$ cat src/rtl/scrub_scheduler.sv
// scrub_scheduler
// Arbitrates the FPGA configuration port between the frame-readback scrub engine and the
// partial-reconfiguration (DPR) engine. Requests come from SEFI detection (highest priority),
// ground command and an internal periodic timer. Each operation is guarded by a watchdog.
// Failed DPR is retried and escalates to a sticky full-reconfiguration request after
// MAX_RETRY consecutive failures.
//
// Ports:
//   clk, rst       - clock, synchronous active-high reset
//   enable         - gate for new grants; an in-flight operation always completes
//   sefi_detected  - SEFI indication (level or pulse)
//   cmd_scrub_req  - ground-commanded scrub pulse
//   scrub_start    - one-cycle start strobe to the scrub engine
//   scrub_done     - scrub completion pulse, qualified by scrub_err
//   dpr_start      - one-cycle start strobe to the DPR engine
//   dpr_done       - DPR success pulse
//   dpr_fail       - DPR failure pulse
//   busy           - not idle
//   escalate       - sticky full-reconfiguration request
//   state_o        - 0=IDLE, 1=SCRUB, 2=DPR, 3=ESCALATED
//   scrub_count    - completed scrubs, saturating
//   fail_count     - DPR failures plus timeouts, saturating
module scrub_scheduler #(
    parameter int unsigned PERIOD_CYCLES  = 50_000_000,
    parameter int unsigned TIMEOUT_CYCLES = 1_000_000,
    parameter int unsigned MAX_RETRY      = 3
) (
    input  logic        clk,
    input  logic        rst,
    input  logic        enable,
    input  logic        sefi_detected,
    input  logic        cmd_scrub_req,
    output logic        scrub_start,
    input  logic        scrub_done,
    input  logic        scrub_err,
    output logic        dpr_start,
    input  logic        dpr_done,
    input  logic        dpr_fail,
    output logic        busy,
    output logic        escalate,
    output logic [1:0]  state_o,
    output logic [15:0] scrub_count,
    output logic [7:0]  fail_count
);

    typedef enum logic [1:0] {
        StIdle      = 2'd0,
        StScrub     = 2'd1,
        StDpr       = 2'd2,
        StEscalated = 2'd3
    } state_e;

    localparam logic [31:0] PeriodLast = 32'(PERIOD_CYCLES - 1);
    localparam logic [23:0] WdogLast   = 24'(TIMEOUT_CYCLES - 1);
    localparam logic [3:0]  RetryMax   = 4'(MAX_RETRY);

    state_e      state_q;
    logic        sefi_p;
    logic        cmd_p;
    logic        per_p;
    logic [31:0] period_cnt;
    logic [23:0] wdog;
    logic [3:0]  retry_cnt;

    logic        timer_run;
    logic        period_hit;
    logic        wdog_expired;
    logic        dpr_ok;
    logic        dpr_bad;
    logic [3:0]  retry_next;
    logic [15:0] scrub_count_inc;
    logic [7:0]  fail_count_inc;

    always_comb begin
        timer_run       = enable && (state_q != StEscalated);
        period_hit      = (period_cnt == PeriodLast);
        // The watchdog value here is the number of cycles already spent in the state, so
        // this cycle is the TIMEOUT_CYCLES-th one.
        wdog_expired    = (wdog == WdogLast);
        // Fail dominates done; any done/fail pulse dominates the watchdog.
        dpr_ok          = dpr_done && !dpr_fail;
        dpr_bad         = dpr_fail || (wdog_expired && !dpr_done);
        retry_next      = retry_cnt + 4'd1;
        scrub_count_inc = (scrub_count == 16'hFFFF) ? scrub_count : scrub_count + 16'd1;
        fail_count_inc  = (fail_count == 8'hFF) ? fail_count : fail_count + 8'd1;
    end

    always_ff @(posedge clk) begin
        if (rst) begin
            state_q     <= StIdle;
            sefi_p      <= 1'b0;
            cmd_p       <= 1'b0;
            per_p       <= 1'b0;
            period_cnt  <= 32'd0;
            wdog        <= 24'd0;
            retry_cnt   <= 4'd0;
            scrub_start <= 1'b0;
            dpr_start   <= 1'b0;
            scrub_count <= 16'd0;
            fail_count  <= 8'd0;
        end else begin
            scrub_start <= 1'b0;
            dpr_start   <= 1'b0;

            unique case (state_q)
                StIdle: begin
                    if (enable) begin
                        if (sefi_p) begin
                            sefi_p    <= 1'b0;
                            dpr_start <= 1'b1;
                            wdog      <= 24'd0;
                            state_q   <= StDpr;
                        end else if (cmd_p || per_p) begin
                            cmd_p       <= 1'b0;
                            per_p       <= 1'b0;
                            scrub_start <= 1'b1;
                            wdog        <= 24'd0;
                            state_q     <= StScrub;
                        end
                    end
                end
                StScrub: begin
                    if (scrub_done) begin
                        scrub_count <= scrub_count_inc;
                        if (scrub_err) begin
                            // Repair straight away; a pending SEFI stays pending.
                            dpr_start <= 1'b1;
                            wdog      <= 24'd0;
                            state_q   <= StDpr;
                        end else begin
                            state_q <= StIdle;
                        end
                    end else if (wdog_expired) begin
                        // A hung scrub engine is treated as a SEFI symptom.
                        fail_count <= fail_count_inc;
                        sefi_p     <= 1'b1;
                        state_q    <= StIdle;
                    end else begin
                        wdog <= wdog + 24'd1;
                    end
                end
                StDpr: begin
                    if (dpr_ok) begin
                        retry_cnt <= 4'd0;
                        state_q   <= StIdle;
                    end else if (dpr_bad) begin
                        fail_count <= fail_count_inc;
                        retry_cnt  <= retry_next;
                        if (retry_next >= RetryMax) begin
                            state_q <= StEscalated;
                        end else begin
                            dpr_start <= 1'b1;
                            wdog      <= 24'd0;
                        end
                    end else begin
                        wdog <= wdog + 24'd1;
                    end
                end
                StEscalated: begin
                    state_q <= StEscalated;
                end
            endcase

            // Request capture comes after the grant so that a request arriving in the
            // grant cycle is not lost.
            if (state_q != StEscalated) begin
                if (sefi_detected) sefi_p <= 1'b1;
                if (cmd_scrub_req) cmd_p <= 1'b1;
            end

            if (timer_run) begin
                if (period_hit) begin
                    period_cnt <= 32'd0;
                    per_p      <= 1'b1;
                end else begin
                    period_cnt <= period_cnt + 32'd1;
                end
            end
        end
    end

    assign busy     = (state_q != StIdle);
    assign escalate = (state_q == StEscalated);
    assign state_o  = state_q;

endmodule

$ cat config.mk
export PLATFORM = sky130hd
export DESIGN_NAME = scrub_scheduler
export DESIGN_NICKNAME = d
export VERILOG_FILES = /design/src/rtl/scrub_scheduler.sv
export SDC_FILE = /design/constraint.sdc
export NUM_CORES = 1
export LEC_CHECK = 0
export ABC_AREA = 0
export CAP_MARGIN = 40
export CELL_PAD_IN_SITES_DETAIL_PLACEMENT = 2
export CELL_PAD_IN_SITES_GLOBAL_PLACEMENT = 2
export CORE_MARGIN = 8
export CORE_UTILIZATION = 35
export DETAILED_ROUTE_END_ITERATION = 8
export PLACE_DENSITY = 0.9
export SYNTH_ARGS = -nofsm -noshare
export SYNTH_HDL_FRONTEND = slang
export SYNTH_SLANG_ARGS = --single-unit
$ cat constraint.sdc
create_clock -name clk -period 3.45 [get_ports clk]
set_clock_uncertainty 0.1 [all_clocks]
set_input_delay 0.345 -clock clk [delete_from_list [all_inputs] [get_ports clk]]
set_output_delay 0.345 -clock clk [all_outputs]
set_load 0.005 [all_outputs]
==> results of run 1 <==
final cells by class:
cell class | count | share of cell area, %
Tap cell | 176 | 3.92
Timing Repair Buffer | 49 | 8.11
Sequential cell | 91 | 32.4
Multi-Input combinational cell | 438 | 48.6
Clock inverter | 4 | 1.00
Inverter | 21 | 1.40
Clock buffer | 12 | 4.57
cell usage in the layout (no fill, tap or decap), types with 3 or more instances in the layout:
cell type and count:
dfxtp_1 91, nor2_1 78, nand2_1 49, nand3_1 43
clkdlybuf4s50_1 37, nand4_1 24, xor2_1 24, nor3_1 23
o21ai_0 21, inv_1 20, a32o_1 20, xnor2_1 20
a21oi_1 16, nor4_1 15, ha_1 11, buf_4 10
clkbuf_16 9, or4_1 8, and3_1 8, o31ai_1 7
or3_1 7, mux2i_1 5, a21boi_0 4, a21bo_2 3
a211oi_1 3, o21a_1 3, and4_1 3, and2_1 3
nor3_2 3, o211ai_1 3, nor3b_1 3
power breakdown:
| group | total, mW | internal [mW] | switching (mW) |
|---|---|---|---|
| Sequential | 1.13 | 1.08 | 0.0492 |
| Clock | 1.06 | 0.608 | 0.452 |
| Combinational | 0.715 | 0.275 | 0.440 |
worst min-delay path: stages (launching register included):
cell and delay [ns]:
dfxtp_1 0.32, o21ai_0 0.07, a21oi_1 0.06
state kept, by name (all words and copies together) (netlist names):
| name | flops |
|---|---|
| scrub_start | 1 |
| per_p | 1 |
| state_o | 2 |
| cmd_p | 1 |
| scrub_count | 16 |
| dpr_start | 1 |
| period_cnt | 32 |
| fail_count | 8 |
| retry_cnt | 4 |
| sefi_p | 1 |
| wdog | 24 |
final timing paths:
kind                                      end
worst max register to register  fail_count[3]
worst max-delay path            fail_count[3]
worst min register to register          cmd_p
worst min-delay path                    cmd_p
metal layers:
layer / track usage (%) / vias to the layer above
met5: 0 / -
met4: 5.62 / 0
met3: 4.38 / 19
met2: 33.8 / 47
met1: 20.3 / 2299
li1: - / 2156
logic make-up after synthesis:
kind of cell / after synthesis / share of synthesized area (%)
DFF: 91 / 38.5
xor gates and xnor gates: 44 / 8.15
adders and majority gates: 11 / 2.91
muxes: 6 / 1.30
AOI/OAI and AO/OA: 94 / 14.5
and+or+nand+nor: 283 / 30.8
buffers and inverters: 46 / 3.81
per-stage QoR:
stage	hold slack, ns	cells	util [%]
finish	0.402	791	42.4
global route	0.443	791	42.4
CTS	0.407	790	42.4
detailed placement	0.395	774	40.0
global placement	0.377	774	40.0
floorplan	0.361	575	-
==> metrics.md, run 1 <==
| Metric | Value |
|---|---|
| Ratio of cells with drive above 1 in the final layout | `approximately 7.3%` |
| Die Area | `17,500 µm²` |
| Period utilization | `80.5%` |
| Final WS setup | `~0.67 ns` |
| Synth top cells by count | `dfxtp_1, nor2_1, nand2_1, nand3_1` |
| Clock Tree Buf Depth | `2` |
| Core area | `around 13,000 µm²` |
| Final Cell Area | `5620 µm²` |
| Yosys Warn Count | `0` |
| H-tree Lvls | `3` |
| Synth top area share | `approximately two fifths` |
| TritonCTS clock tree | `built` |
| Initial antenna violation count | `0` |
| Pleak | `1.86 nW` |
| Tmin final | `2.78 ns` |
| Cells on Worst Hold Path | `2` |
| RSZ-0062 raised after global routing | `false` |
| Syn_area_per_cell | `8.22 µm²` |
| Area occupied by registers | `1820 µm²` |
| Setup Fix Bufs, Post-CTS | `0` |
| Initial Utilization | `a little over a third` |
| Status | `complete, no violations` |
| Largest net degree at the start of global routing | `35` |
| WP data required | `3.62 ns` |
| Slew @ Worst Pin | `~0.66 ns` |
| Met3 WL | `437 µm` |
| Post_cts resized | `0` |
| # fillers | `1,504` |
| Final net count | `630` |
| Syn Nets | `between 500 and 600` |
| Setup WS pre-CTS | `0.547 ns` |
| Die Y | `between 100 and 150 µm` |
| Max transition margin | `55.5%` |
| Met1 WL | `6.94 mm` |
| CP startpoint kind | `flop` |
| Post-synthesis cell area | `4730 µm²` |
| Clock sinks | `about 90` |
| Cell Area, Placed | `approximately 5300 µm²` |
| Hold Crit Class | `reg2reg` |
| Routed len/inst | `20.2 µm` |
| P&R area growth vs syn | `18.9%` |
| Max VDD drop | `0.000314 V` |
| Min-delay src | `cmd_p` |
| Setup TNS | `0 ns` |
| RePlAce Congestion | `between 0.7 and 0.8` |
| Metal2 WL | `8.39 mm` |
| I/O pins | `39` |
| N_diodes | `0` |
| Total power | `2.91 mW` |
| Synth area leader | `dfxtp_1` |
| Clock Pin Slew Worst Setup and Hold Paths | `roughly 0.07 ns` |
| Root Buffer | `clkbuf_16` |
| Cell family with most CP delay | `simple AND/OR/NAND/NOR gates` |
| Via count | `~4,500` |
| Post-CTS Hold Fix Bufs | `0` |
| Multi-input gate area | `2730 µm²` |
| Synth cell types | `57` |
| Max layer used | `met4` |
| Wire length of the first global-routing pass | `26.6 mm` |
| IO buf count | `38` |
| CTS buffer count | `9` |
| Avg Vias per Cell | `approximately 5.7` |
| Post-route ant nets | `0` |
| Worst Setup SP | `wdog[0]` |
| CP endpoint kind | `flop` |
| CP Data Arrival Time | `2.95 ns` |
| Buf/Inv on CP | `0` |
| Register area share after synthesis | `between 30% and 40%` |
| Power density cells | `517 nW/µm²` |
| Vias in the first global route | `5,121` |
| Synth Instances | `575` |
| Setup Crit Path Kind | `reg2reg` |
| Reg2Reg Setup Slack | `roughly 0.67 ns` |
| Main synth FF type | `dfxtp_1` |
| Final setup fails | `0` |
| Levels on crit path | `7` |
| Max-Cap Viols | `0` |
| Cell Rows | `42` |
| Area contributors post-synth | `dfxtp_1, nor2_1, nand3_1` |
| RR Startpoint | `wdog[0]` |
| Cell depth of the worst flop-to-flop path | `7` |
| Critical-path cell list | `ha_1 -> nand3_1 -> nor4_4 -> nand2_2 -> a2bb2oi_2 -> or4_1 -> a21oi_1` |
| Count leader, synth | `dfxtp_1` |
| DRT iter0 DRCs | `189` |
| DP HPWL | `around 11 mm` |
| Critical path's slowest cell | `or4_1` |
| Total Routing Usage GR | `18.4%` |
| Final slew viol count | `0` |
| Crit path max fanout | `11` |
| Hold Vio Cnt, Final | `0` |
| Die outline width | `132 µm` |
| WL final | `16.0 mm` |
| Async set or reset register ratio after synthesis | `0%` |
| Residual DRC | `0` |
| DR pass1 iterations | `4` |
| Clock latency on the worst-skew pair | `0.36 ns` |
| Post-synth EDFFs | `0` |
| FMAX | `360 MHz` |
| Grt total ovfl | `0` |
| #FFs+latches synth | `91` |
| CP peak stage delay | `around 0.57 ns` |
Power figures use the tool's default switching activity.
==> inputs of run 2 (changes only) <==
==> constraint.sdc (replaced) <==
create_clock -name clk -period 2.8 [get_ports clk]
set_clock_uncertainty 0.1 [all_clocks]
set_input_delay 0.28 -clock clk [delete_from_list [all_inputs] [get_ports clk]]
set_output_delay 0.28 -clock clk [all_outputs]
set_load 0.005 [all_outputs]
==> run 2 against run 1 <==
First-iteration DRC count shrank 11%. Hold slack lost 0.16 ns. Cell count grew 2.4%. Sequential share of layout area shrank 0.90 points. Via count grew 6.0%. Routed wire length grew 21%. Worst setup slack lost 0.64 ns. Die area is the same. Clock power grew 16%. Global-route usage grew 2.5 points. Critical path depth grew 1. Critical path type unchanged. Highest routed layer unchanged.
==> metrics.md, run 2 (same netlist as run 1, synthesis figures left out) <==
| Metric | Value |
|---|---|
| WP data required | `2.94 ns (was 3.62 ns)` |
| Max transition margin | `29.9% (was 55.5%)` |
| Tmin final | `2.77 ns (was 2.78 ns)` |
| DR pass1 iterations | `4 (unchanged)` |
| Initial Utilization | `35.7% (unchanged)` |
| Total power | `3.66 mW (was 2.91 mW)` |
| Largest net degree at the start of global routing | `28 (was 35)` |
| Pleak | `1.94 nW (was 1.86 nW)` |
| Max layer used | `met4 (unchanged)` |
| Power density cells | `633 nW/µm² (was 517 nW/µm²)` |
| CP endpoint kind | `flop (unchanged)` |
| Final core occ | `43.6% (was 42.4%)` |
| Hold Crit Class | `in2reg (was reg2reg)` |
| Via count | `4,794 (was 4,521)` |
| FMAX | `361 MHz (was 360 MHz)` |
| Clock sinks | `91 (unchanged)` |
| I/O pins | `39 (unchanged)` |
| N_diodes | `0 (unchanged)` |
| Clock latency on the worst-skew pair | `0.37 ns (was 0.36 ns)` |
| Residual DRC | `0 (unchanged)` |
| Setup WS pre-CTS | `-0.0532 ns (was 0.547 ns)` |
| Clock Tree Buf Depth | `2 (unchanged)` |
| Vias in the first global route | `5,359 (was 5,121)` |
| Core area | `13,200 µm² (unchanged)` |
| Status | `complete, no violations (unchanged)` |
| Avg Vias per Cell | `5.92 (was 5.72)` |
| Final net count | `649 (was 630)` |
| Largest regs | `period_cnt: 32 flops, wdog: 24 flops, scrub_count: 16 flops (unchanged)` |
| Grt total ovfl | `0 (unchanged)` |
| Wire length of the first global-routing pass | `29.3 mm (was 26.6 mm)` |
| Max-Cap Viols | `0 (unchanged)` |
| DP HPWL | `12.0 mm (was 11.0 mm)` |
| Routed len/inst | `23.9 µm (was 20.2 µm)` |
| Post-route ant nets | `0 (unchanged)` |
| Cell Rows | `42 (unchanged)` |
| Final WS setup | `0.0336 ns (was 0.672 ns)` |
| Max VDD drop | `0.000352 V (was 0.000314 V)` |
| CTS buffer count | `9 (unchanged)` |
| Clk pwr share | `33.6% (was 36.5%)` |
| Switch share | `36.2% (was 32.4%)` |
| Total Routing Usage GR | `20.8% (was 18.4%)` |
| CP Data Arrival Time | `2.91 ns (was 2.95 ns)` |
| Most common cell after layout, fill and taps aside | `dfxtp_1 (unchanged)` |
| # fillers | `1,475 (was 1,504)` |
| Hold Vio Cnt, Final | `0 (unchanged)` |
| Slew @ Worst Pin | `1.04 ns (was 0.661 ns)` |
| Die Y | `132 µm (unchanged)` |
| Metal2 WL | `10.2 mm (was 8.39 mm)` |
| Final Cell Area | `5780 µm² (was 5620 µm²)` |
| IO buf count | `38 (unchanged)` |
| Period utilization | `98.8% (was 80.5%)` |
| Setup Crit Path Kind | `reg2reg (unchanged)` |
| Met3 WL | `514 µm (was 437 µm)` |
| Ratio of cells with drive above 1 in the final layout | `10.6% (was 7.32%)` |
| Crit path max fanout | `20 (was 11)` |
| Final setup fails | `0 (unchanged)` |
| Comb power frac | `28.0% (was 24.6%)` |
| DRT iter0 DRCs | `168 (was 189)` |
| CP startpoint kind | `flop (unchanged)` |
| Internal cell power | `2.33 mW (was 1.96 mW)` |
| Die outline width | `132 µm (unchanged)` |
| WL final | `19.3 mm (was 16.0 mm)` |
| Met1 WL | `7.75 mm (was 6.94 mm)` |
| Clock Pin Slew Worst Setup and Hold Paths | `0.07 ns (about the same)` |
| RePlAce Congestion | `0.771 (was 0.775)` |
| TritonCTS clock tree | `built (unchanged)` |
| Most frequent cells in the layout | `dfxtp_1, nor2_1, nand2_1, nand3_1, clkdlybuf4s50_1 (unchanged)` |
| H-tree Lvls | `3 (unchanged)` |
| Post-CTS Hold Fix Bufs | `0 (unchanged)` |
| Final slew viol count | `0 (unchanged)` |
| Sequential share of power | `38.4% (was 38.9%)` |
| Die Area | `17,500 µm² (unchanged)` |
| Root Buffer | `clkbuf_16 (unchanged)` |
| Initial antenna violation count | `0 (unchanged)` |
| P&R area growth vs syn | `22.3% (was 18.9%)` |
| P_sw | `1.32 mW (was 941 µW)` |
| Cell Area, Placed | `5440 µm² (was 5300 µm²)` |
| Biggest register | `period_cnt (unchanged)` |
| Max FFs per register | `32 (unchanged)` |
==> run 2: critical path, cell delays in order (launching register included) <==
cell and delay, ns:
dfxtp_1 0.39, or4bb_1 0.61, nor4_4 0.29, buf_4 0.21, a41oi_1 0.15, buf_4 0.27, o21ai_0 0.18, nand3_1 0.16
a32o_1 0.30
==> run 2: repair_timing <==
item,CTS,global route
hold endpoints to repair,0,0
resized for setup,4,1
setup endpoints to repair,15,12
pin swaps,0,3
buffers inserted,0,4
==> run 2: per-stage QoR <==
stage	instances	hold slack (ns)	setup TNS [ns]
4_1_cts	806	0.246	0
3_3_place_gp	789	0.380	-1.08
3_5_place_dp	790	0.415	-0.0817
2_1_floorplan	575	0.329	0
6_report	810	0.240	0
5_1_grt	810	0.256	-0.186
==> run 2: final timing paths <==
check / from / end / slack (ns) / cells past startpoint
worst max register to register: wdog[14] / wdog[22] / 0.03 / 8
worst min register to register: period_cnt[31] / period_cnt[31] / 0.43 / 2
worst max-delay path: wdog[14] / wdog[22] / 0.03 / 8
worst min-delay path: rst / scrub_count[15] / 0.24 / 2
==> run 2: area by class of cell <==
class	count	area, µm²	area share [%]
Timing Repair Buffer	68	617	10.7
Tap cell	176	220	3.81
Clock inverter	7	60.1	1.04
Inverter	21	78.8	1.36
Multi-Input combinational cell	438	2760	47.7
Sequential cell	91	1820	31.5
Clock buffer	9	225	3.90
==> run 2: layer usage <==
metal / vias up / track usage (%)
li1: 2199 / -
met1: 2434 / 21.8
met2: 102 / 38.8
met3: 59 / 3.81
met4: 0 / 11.0
met5: - / 0
==> run 2: power by group through the flow <==
stage / clock network, mW / registers, mW / logic, mW
finish: 1.23 / 1.40 / 1.02
global route: 1.29 / 1.41 / 1.09
CTS: 1.24 / 1.40 / 0.982
detailed placement: 0 / 1.42 / 0.931
global placement: 0 / 1.41 / 0.846
floorplan: 0 / 1.41 / 0.569
==> inputs of run 3 (changes only) <==
--- a/config.mk
+++ b/config.mk
@@ -9,10 +9,11 @@
 export CAP_MARGIN = 40
 export CELL_PAD_IN_SITES_DETAIL_PLACEMENT = 2
 export CELL_PAD_IN_SITES_GLOBAL_PLACEMENT = 2
+export CORE_ASPECT_RATIO = 1.25
 export CORE_MARGIN = 8
 export CORE_UTILIZATION = 35
 export DETAILED_ROUTE_END_ITERATION = 8
-export PLACE_DENSITY = 0.9
+export PLACE_DENSITY = 0.91
 export SYNTH_ARGS = -nofsm -noshare
 export SYNTH_HDL_FRONTEND = slang
 export SYNTH_SLANG_ARGS = --single-unit
==> run 3 against run 2 <==
Die area up 0.13%. Cell area fell by 1.2%. Hold slack better by 0.15 ns. Core utilization decreased by 0.48 points. Cell count fell by 1.4%. Fmax increased by 1.8%. Critical path depth down 1. Critical path type unchanged. Largest cell class unchanged.
==> metrics.md, run 3 (same netlist as run 1, synthesis figures left out) <==
| Metric | Value |
|---|---|
| # fillers | `1,496 (was 1,475)` |
| RR Startpoint | `wdog[14] (unchanged)` |
| CTS buffer count | `9 (unchanged)` |
| I/O pins | `39 (unchanged)` |
| Initial Utilization | `35.7% (about the same)` |
| Period utilization | `97.0% (was 98.8%)` |
| Vias in the first global route | `5,351 (was 5,359)` |
| Grt total ovfl | `0 (unchanged)` |
| Comb power frac | `27.3% (was 28.0%)` |
| Via count | `4,712 (was 4,794)` |
| TritonCTS clock tree | `built (unchanged)` |
| Largest net degree at the start of global routing | `38 (was 28)` |
| Post-route ant nets | `0 (unchanged)` |
| CP startpoint kind | `flop (unchanged)` |
| P&R area growth vs syn | `20.8% (was 22.3%)` |
| P_sw | `1.19 mW (was 1.32 mW)` |
| Tmin final | `2.72 ns (was 2.77 ns)` |
| WL final | `18.1 mm (was 19.3 mm)` |
| Cell depth of the worst flop-to-flop path | `7 (was 8)` |
| Switch share | `33.5% (was 36.2%)` |
| Ratio of cells with drive above 1 in the final layout | `9.24% (was 10.6%)` |
| Setup WS pre-CTS | `-0.0403 ns (was -0.0532 ns)` |
| N_diodes | `0 (unchanged)` |
| FMAX | `368 MHz (was 361 MHz)` |
| Setup Crit Path Kind | `reg2reg (unchanged)` |
| Total power | `3.55 mW (was 3.66 mW)` |
| DP HPWL | `12.3 mm (was 12.0 mm)` |
| Residual DRC | `0 (unchanged)` |
| Max-Cap Viols | `0 (unchanged)` |
| Internal cell power | `2.36 mW (was 2.33 mW)` |
| Sequential share of power | `39.3% (was 38.4%)` |
| Avg Vias per Cell | `5.90 (was 5.92)` |
| Clock Pin Slew Worst Setup and Hold Paths | `0.07 ns (about the same)` |
| Reg2Reg Setup Slack | `0.08 ns (was 0.03 ns)` |
| Most common cell after layout, fill and taps aside | `dfxtp_1 (unchanged)` |
| WP data required | `2.98 ns (was 2.94 ns)` |
| Die Area | `17,500 µm² (about the same)` |
| Status | `complete, no violations (unchanged)` |
| IO buf count | `38 (unchanged)` |
| Cell Rows | `47 (was 42)` |
| WHS | `0.394 ns (was 0.240 ns)` |
| Hold Vio Cnt, Final | `0 (unchanged)` |
| DRT iter0 DRCs | `216 (was 168)` |
| Biggest register | `period_cnt (unchanged)` |
| H-tree Lvls | `3 (unchanged)` |
| Hold Crit Endpoint | `retry_cnt[1] (was scrub_count[15])` |
| Most frequent cells in the layout | `dfxtp_1, nor2_1, nand2_1, nand3_1, clkdlybuf4s50_1 (unchanged)` |
| Pleak | `1.91 nW (was 1.94 nW)` |
| Slew @ Worst Pin | `0.772 ns (was 1.04 ns)` |
| Largest regs | `period_cnt: 32 flops, wdog: 24 flops, scrub_count: 16 flops (unchanged)` |
| Buf/Inv on CP | `1 (was 2)` |
| Clk pwr share | `33.4% (was 33.6%)` |
| Final net count | `644 (was 649)` |
| Clock sinks | `91 (unchanged)` |
| CP Data Arrival Time | `2.89 ns (was 2.91 ns)` |
| Root Buffer | `clkbuf_16 (unchanged)` |
| Final WS setup | `0.0836 ns (was 0.0336 ns)` |
| CP peak stage delay | `0.59 ns (was 0.61 ns)` |
| Critical-path cell list | `or4bb_4 -> nor4_4 -> buf_4 -> nand2_2 -> a211oi_1 -> mux2_2 -> nor2_1 (was or4bb_1 -> nor4_4 -> buf_4 -> a41oi_1 -> buf_4 -> o21ai_0 -> nand3_1 -> a32o_1)` |
| Max VDD drop | `0.000336 V (was 0.000352 V)` |
| Critical path's slowest cell | `or4bb_4 (was or4bb_1)` |
| Final setup fails | `0 (unchanged)` |
| RePlAce Congestion | `0.766 (was 0.771)` |
| Die outline width | `120 µm (was 132 µm)` |
| Max transition margin | `48.5% (was 29.9%)` |
| Cells on Worst Hold Path | `2 (unchanged)` |
| CP endpoint kind | `flop (unchanged)` |
| Power density cells | `622 nW/µm² (was 633 nW/µm²)` |
| Min-delay src | `rst (unchanged)` |
| Max FFs per register | `32 (unchanged)` |
| Hold Crit Class | `in2reg (unchanged)` |
| Critical R2R Capture | `state_o[1] (was wdog[22])` |
| Initial antenna violation count | `0 (unchanged)` |
| Wire length of the first global-routing pass | `29.3 mm (about the same)` |
| Core area | `13,200 µm² (about the same)` |
| Die Y | `146 µm (was 132 µm)` |
| Clock Tree Buf Depth | `2 (unchanged)` |
| Clock latency on the worst-skew pair | `0.36 ns (was 0.37 ns)` |
| Crit path max fanout | `5 (was 20)` |
| Total Routing Usage GR | `20.9% (was 20.8%)` |
| Routed len/inst | `22.6 µm (was 23.9 µm)` |
| Cell family with most CP delay | `simple AND/OR/NAND/NOR gates (unchanged)` |
| Final slew viol count | `0 (unchanged)` |
| DR pass1 iterations | `4 (unchanged)` |
-- run 3: changes by cell type in the layout (fill, tap and decap cells not counted), sizes merged --
cell and delta:
buf -6, clkbuf +6, clkinvlp -2, inv -4
-- run 3: through the flow --
stage | area, µm² | std cells | setup TNS [ns] | utilization [%]
4_1_cts | 5690 | 797 | -0.00136 | 43.0
6_report | 5710 | 799 | 0 | 43.1
2_1_floorplan | 4730 | 575 | 0 | -
3_3_place_gp | 5400 | 781 | -1.07 | 40.8
3_5_place_dp | 5410 | 782 | -0.0583 | 40.9
5_1_grt | 5710 | 799 | -0.149 | 43.1
-- run 3: power by group through the flow --
stage	logic, mW	clock network (mW)	registers (mW)
after global routing	1.05	1.24	1.40
after floorplan	0.569	0	1.41
after global placement	0.853	0	1.41
after CTS	0.967	1.21	1.40
after detailed placement	0.940	0	1.42
final	0.970	1.18	1.40
-- run 3: routing by layer --
metal	global-route usage, %	up-vias	wire (µm)
met5	0	-	0
met4	11.3	0	682
met3	3.45	47	457
met2	38.9	83	9850
met1	21.5	2394	7100
li1	-	2188	-
-- run 3: what timing repair did --
action	CTS	global route
pin swaps	0	2
gates resized for setup	1	2
setup endpoints to repair	5	9
gates cloned	0	0
hold buffers	0	0
setup buffers	0	1
-- run 3: area by class of cell --
class | count | area, µm² | area share [%]
multi-input combinational | 438 | 2750 | 48.1
sequential | 91 | 1820 | 31.9
timing repair buffer | 63 | 577 | 10.1
clock buffer | 14 | 264 | 4.62
tap | 171 | 214 | 3.75
inverter | 21 | 78.8 | 1.38
clock inverter | 1 | 8.76 | 0.153
-- run 3: how the worst max path moves through the flow --
stage                     from              to  slack (ns)  depth (start not counted)
floorplan           state_o[0]  period_cnt[28]        0.37                          9
global placement      dpr_fail        wdog[14]       -0.07                          7
detailed placement      enable  period_cnt[30]       -0.04                          7
CTS                   wdog[14]      state_o[1]      -0.001                          6
global route        state_o[0]        wdog[16]       -0.05                          9
finish                wdog[14]      state_o[1]        0.08                          7
